<file path="src/rtl/reorder_buffer.sv">
// Circular reorder buffer: allocates tags at dispatch, captures results from two CDB ports,
// serves operand lookups with CDB forwarding, and retires completed entries in program order.
module reorder_buffer #(
  parameter int DEPTH  = 16,
  parameter int TAG_W  = 6,
  parameter int DATA_W = 32,
  parameter int REG_W  = 5
) (
  input  logic              clock,
  input  logic              reset,
  input  logic              flush,
  input  logic              alloc_valid,
  input  logic [REG_W-1:0]  alloc_dest,
  output logic              alloc_ready,
  output logic [TAG_W-1:0]  alloc_tag,
  input  logic              CDBiscast,
  input  logic [TAG_W-1:0]  CDBrobNum,
  input  logic [DATA_W-1:0] CDBdata,
  input  logic              CDBiscast2,
  input  logic [TAG_W-1:0]  CDBrobNum2,
  input  logic [DATA_W-1:0] CDBdata2,
  input  logic [TAG_W-1:0]  index,
  output logic              ready,
  output logic [DATA_W-1:0] value,
  output logic              commit_valid,
  output logic [TAG_W-1:0]  commit_tag,
  output logic [REG_W-1:0]  commit_dest,
  output logic [DATA_W-1:0] commit_data,
  output logic [TAG_W-1:0]  count
);

  localparam int PTR_W = $clog2(DEPTH);
  localparam logic [TAG_W-1:0] DEPTH_TAG = TAG_W'(DEPTH);

  logic              busy   [DEPTH];
  logic              done   [DEPTH];
  logic [REG_W-1:0]  dest_q [DEPTH];
  logic [DATA_W-1:0] data_q [DEPTH];
  logic [PTR_W-1:0]  head, tail;

  logic [PTR_W-1:0] cdb1_idx, cdb2_idx, lk_idx;
  logic do_alloc, do_commit, cdb1_hit, cdb2_hit;

  assign cdb1_idx = CDBrobNum[PTR_W-1:0];
  assign cdb2_idx = CDBrobNum2[PTR_W-1:0];
  assign lk_idx   = index[PTR_W-1:0];

  // Capacity is judged on the pre-edge count, so a full buffer never allocates on a retire edge.
  assign alloc_ready = (count < DEPTH_TAG) && !flush;
  assign alloc_tag   = TAG_W'(tail);
  assign do_alloc    = alloc_valid && alloc_ready;
  assign do_commit   = busy[head] && done[head];

  assign cdb1_hit = CDBiscast  && (CDBrobNum  < DEPTH_TAG) && busy[cdb1_idx] && !done[cdb1_idx];
  assign cdb2_hit = CDBiscast2 && (CDBrobNum2 < DEPTH_TAG) && busy[cdb2_idx] && !done[cdb2_idx];

  always_comb begin
    ready = 1'b0;
    value = '0;
    if (index < DEPTH_TAG) begin
      if (busy[lk_idx] && done[lk_idx]) begin
        ready = 1'b1;
        value = data_q[lk_idx];
      end else if (CDBiscast && CDBrobNum == index && busy[lk_idx]) begin
        ready = 1'b1;
        value = CDBdata;
      end else if (CDBiscast2 && CDBrobNum2 == index && busy[lk_idx]) begin
        ready = 1'b1;
        value = CDBdata2;
      end
    end
  end

  always_ff @(posedge clock) begin
    if (reset || flush) begin
      for (int i = 0; i < DEPTH; i++) begin
        busy[i] <= 1'b0;
        done[i] <= 1'b0;
      end
      head         <= '0;
      tail         <= '0;
      count        <= '0;
      commit_valid <= 1'b0;
      commit_tag   <= '0;
      commit_dest  <= '0;
      commit_data  <= '0;
    end else begin
      commit_valid <= do_commit;
      if (do_commit) begin
        commit_tag  <= TAG_W'(head);
        commit_dest <= dest_q[head];
        commit_data <= data_q[head];
        busy[head]  <= 1'b0;
        done[head]  <= 1'b0;
        head        <= head + PTR_W'(1);
      end
      if (do_alloc) begin
        busy[tail]   <= 1'b1;
        done[tail]   <= 1'b0;
        dest_q[tail] <= alloc_dest;
        tail         <= tail + PTR_W'(1);
      end
      // Port 2 is written first so port 1 overrides it when both target one tag.
      if (cdb2_hit) begin
        data_q[cdb2_idx] <= CDBdata2;
        done[cdb2_idx]   <= 1'b1;
      end
      if (cdb1_hit) begin
        data_q[cdb1_idx] <= CDBdata;
        done[cdb1_idx]   <= 1'b1;
      end
      count <= count + TAG_W'(do_alloc) - TAG_W'(do_commit);
    end
  end

endmodule

</file>
<file path="config.mk">
export PLATFORM = sky130hd
export DESIGN_NAME = reorder_buffer
export DESIGN_NICKNAME = d
export VERILOG_FILES = /design/src/rtl/reorder_buffer.sv
export SDC_FILE = /design/constraint.sdc
export NUM_CORES = 1
export LEC_CHECK = 0
export BUFFER_PORTS_ARGS = -buffer_cell sky130_fd_sc_hd__clkbuf_2
export CORE_MARGIN = 5
export CORE_UTILIZATION = 55
export CTS_BUF_LIST = sky130_fd_sc_hd__clkbuf_4 sky130_fd_sc_hd__clkbuf_8
export DETAILED_ROUTE_END_ITERATION = 10
export PLACE_DENSITY = 0.78
export SLEW_MARGIN = 0
export SYNTH_ARGS = -nofsm -noshare
export SYNTH_HDL_FRONTEND = slang
export SYNTH_SLANG_ARGS = --single-unit
</file>
<file path="constraint.sdc">
create_clock -name clock -period 6.4 [get_ports clock]
set_input_delay 0.64 -clock clock [delete_from_list [all_inputs] [get_ports clock]]
set_output_delay 0.64 -clock clock [all_outputs]
set_load 0.03 [all_outputs]
</file>
==> results by group <==
Clock network
  – Clock transition at path regs: roughly 0.06 ns
  – Hold Buf Count CTS: 0
  – Root Buffer: clkbuf_8
  – CTS Buf Count: 110
  – Clk_lat worst skew: 0.73 ns
  – H-Tree Depth: 3
  – Post-cts sizing count: 0
  – Post-CTS Setup Inserts: 0
  – CTS tree: built
  – Clk sinks: 684
  – Max Root-Sink Buffers: 3

STA
  – Final Cycle Share: 0.685
  – Final Hold Fails: 0
  – Peak Freq: about 0.23 GHz
  – Setup tns final: 0 ns
  – Fin. max-slew vios: 0
  – Period minus WS final: 4.39 ns
  – RSZ-0062 raised after global routing: no
  – Layout Skew: 0.0411 ns
  – Worst rel slew slack: 0.151
  – Worst Tran Pin Value: 1.27 ns
  – Setup violators final: 0

Drt
  – Antenna-violating nets left: 0
  – Mean routed wirelength per cell: 32.5 um
  – Vias per inst: 7.05
  – DRC violation count after routing: 0
  – DR pass1 iterations: 6
  – Vias: 25900
  – Post-Route WL: 120 mm
  – Drt first-iter violations: 3512

Synth
  – Sequential element share of the synthesized area: 0.515
  – Distinct cells, synth: 60
  – Most frequent cell after synthesis: edfxtp_1
  – Yosys top cell area share: 0.467
  – Top post-synthesis cells by count: 592 x edfxtp_1, 501 x mux2_2, 289 x mux4_2
  – #FFs+latches synth: 684
  – EDFF count, synth: 592
  – Synth area leaders: edfxtp_1 47%, mux4_2 17%, mux2_2 15%, dfxtp_1 4.8%, a22oi_1 2.7%
  – Syn Inst Count: 2562
  – Mapped Area: around 38000 um^2
  – Async SR Flop Fraction: 0
  – Synth warn: 0
  – Syn_area_per_cell: 14.9 um^2
  – Most common flop cell mapped by yosys: edfxtp_1
  – Synth area leader: edfxtp_1

Die
  – Initial Utilization: 0.555
  – # rows: 96
  – Die area: ~75000 um^2
  – Die Y: 273 um
  – Die X: 273 um
  – Core Region: ~69000 um^2
  – I/O pin total: 183

Global routing
  – Overflow after GRT: 0
  – Largest net degree at the start of global routing: 122
  – Vias in the first global route: 26800
  – GRT Total Usage: 0.317
  – Initial antenna violation count: 5
  – First-pass GRT wire length: 175 mm

Run status
  – Status: finished clean

Final layout
  – Share of layout cells above drive strength 1: 0.473
  – Nets: 2751
  – FILL cells: roughly 5000
  – Layout area overhead: 10.1%

Worst hold path
  – HP Start: alloc_dest[3]
  – Hold Path Class: input pin to flip-flop

Power
  – Worst IR Drop VDD: 0.154 mV
  – Total power: 0.00942 W
  – PwrDens: 225 nW/um^2
  – Leak pwr: 13.7 nW

Place
  – HPWL after DPL: between 60 and 70 mm
  – PortBufs: 178
  – RD Place Congestion: approximately 0.96

Critical path
  – WP data arrival: 3.75 ns
  – Maximum fanout along the worst path: 66
  – Worst Setup SP: index[0]
  – Worst reg-to-reg setup slack: 2.97 ns
  – Nature of the critical path endpoint: output port
  – Worst Setup Start Kind: input pin
  – Crit Path Class: input pin to output port
  – Critical Path RT: 5.76 ns

Run
  – Max cap viols: 0
==> metrics by stage <==
step	hold WS [ns]	std cells	instance area (um^2)	util	worst slack [ns]
3_5_place_dp	0.455	3461	39600	0.577	1.99
5_1_grt	0.345	3673	42000	0.611	1.80
6_report	0.349	3674	42000	0.611	2.01
3_3_place_gp	0.444	3461	39600	0.577	2.06
4_1_cts	0.293	3671	42000	0.611	1.97
2_1_floorplan	0.475	2565	38100	-	0.881
==> cell families (layout without fill, tap and decap cells) <==
| group | Yosys count | after routing | share of synthesized area |
|---|---|---|---|
| xor+xnor | 20 | 20 | 0.00460 |
| buf+inv | 301 | 476 | 0.0378 |
| mux | 807 | 807 | 0.324 |
| simple gates | 402 | 402 | 0.0512 |
| flops | 684 | 684 | 0.515 |
| fa+ha+maj | 16 | 16 | 0.00545 |
| other cells | 1 | 7 | 0.0000984 |
| compound gates | 331 | 331 | 0.0624 |
==> metal layers <==
metal,vias to the layer above,part of all wire,global-route usage
met5,-,0.00018,0
met3,468,0.13,0.0902
li1,10500,-,-
met4,4,0.052,0.143
met2,1919,0.47,0.505
met1,13000,0.35,0.407
==> final cells by class <==
cell class                 instances  area [um^2]  area share
antenna                            3         7.51    0.000179
multi-input combinational       1580        17300       0.413
tap                              931         1160      0.0278
timing repair buffer             239         1400      0.0334
sequential                       684        19600       0.468
clock buffer                     174         2060      0.0490
clock inverter                    36          262     0.00623
inverter                          27          101     0.00242
==> power breakdown <==
group	internal [W]	switching, W	total [W]
sequential	0.00484	0.00000220	0.00484
combinational	0.000254	0.000367	0.000621
clock	0.00216	0.00180	0.00396
==> sequential cells by signal (all words and copies together) (netlist names), 4 cells and up, named ones only <==
signal       cells
commit_data     32
commit_dest      5
done            16
data_q         512
tail             4
count            6
commit_tag       4
busy            16
dest_q          80
head             4
==> worst max-delay path: stages <==
cell and delay, ns:
buf_8 0.54, mux4_2 0.58, mux2_2 0.30, o21ai_4 0.58, buf_12 0.32, nor2_1 0.09
a311oi_1 0.28, clkbuf_2 0.28
==> cell usage in the layout (no fill, tap or decap), types with 19 or more instances in the layout <==
cell,instances
edfxtp_1,592
mux2_2,501
mux4_2,289
clkbuf_2,176
nand2_1,171
a22oi_1,139
clkbuf_8,120
dfxtp_1,90
nor2_1,75
nand3_1,59
buf_4,58
clkbuf_4,54
a21oi_1,45
o21ai_0,43
a311oi_1,32
inv_1,27
a31o_2,19
==> worst paths after layout <==
path	to	cells after the start
worst max-delay path	value[6]	8
worst min-delay path	dest_q[6][3]$_DFFE_PP_	1
worst max register to register	busy[3]$_DFF_P_	8
worst min register to register	commit_data[27]$_SDFFE_PP0N_	2
Note: power is estimated with default switching activity, not from simulation.
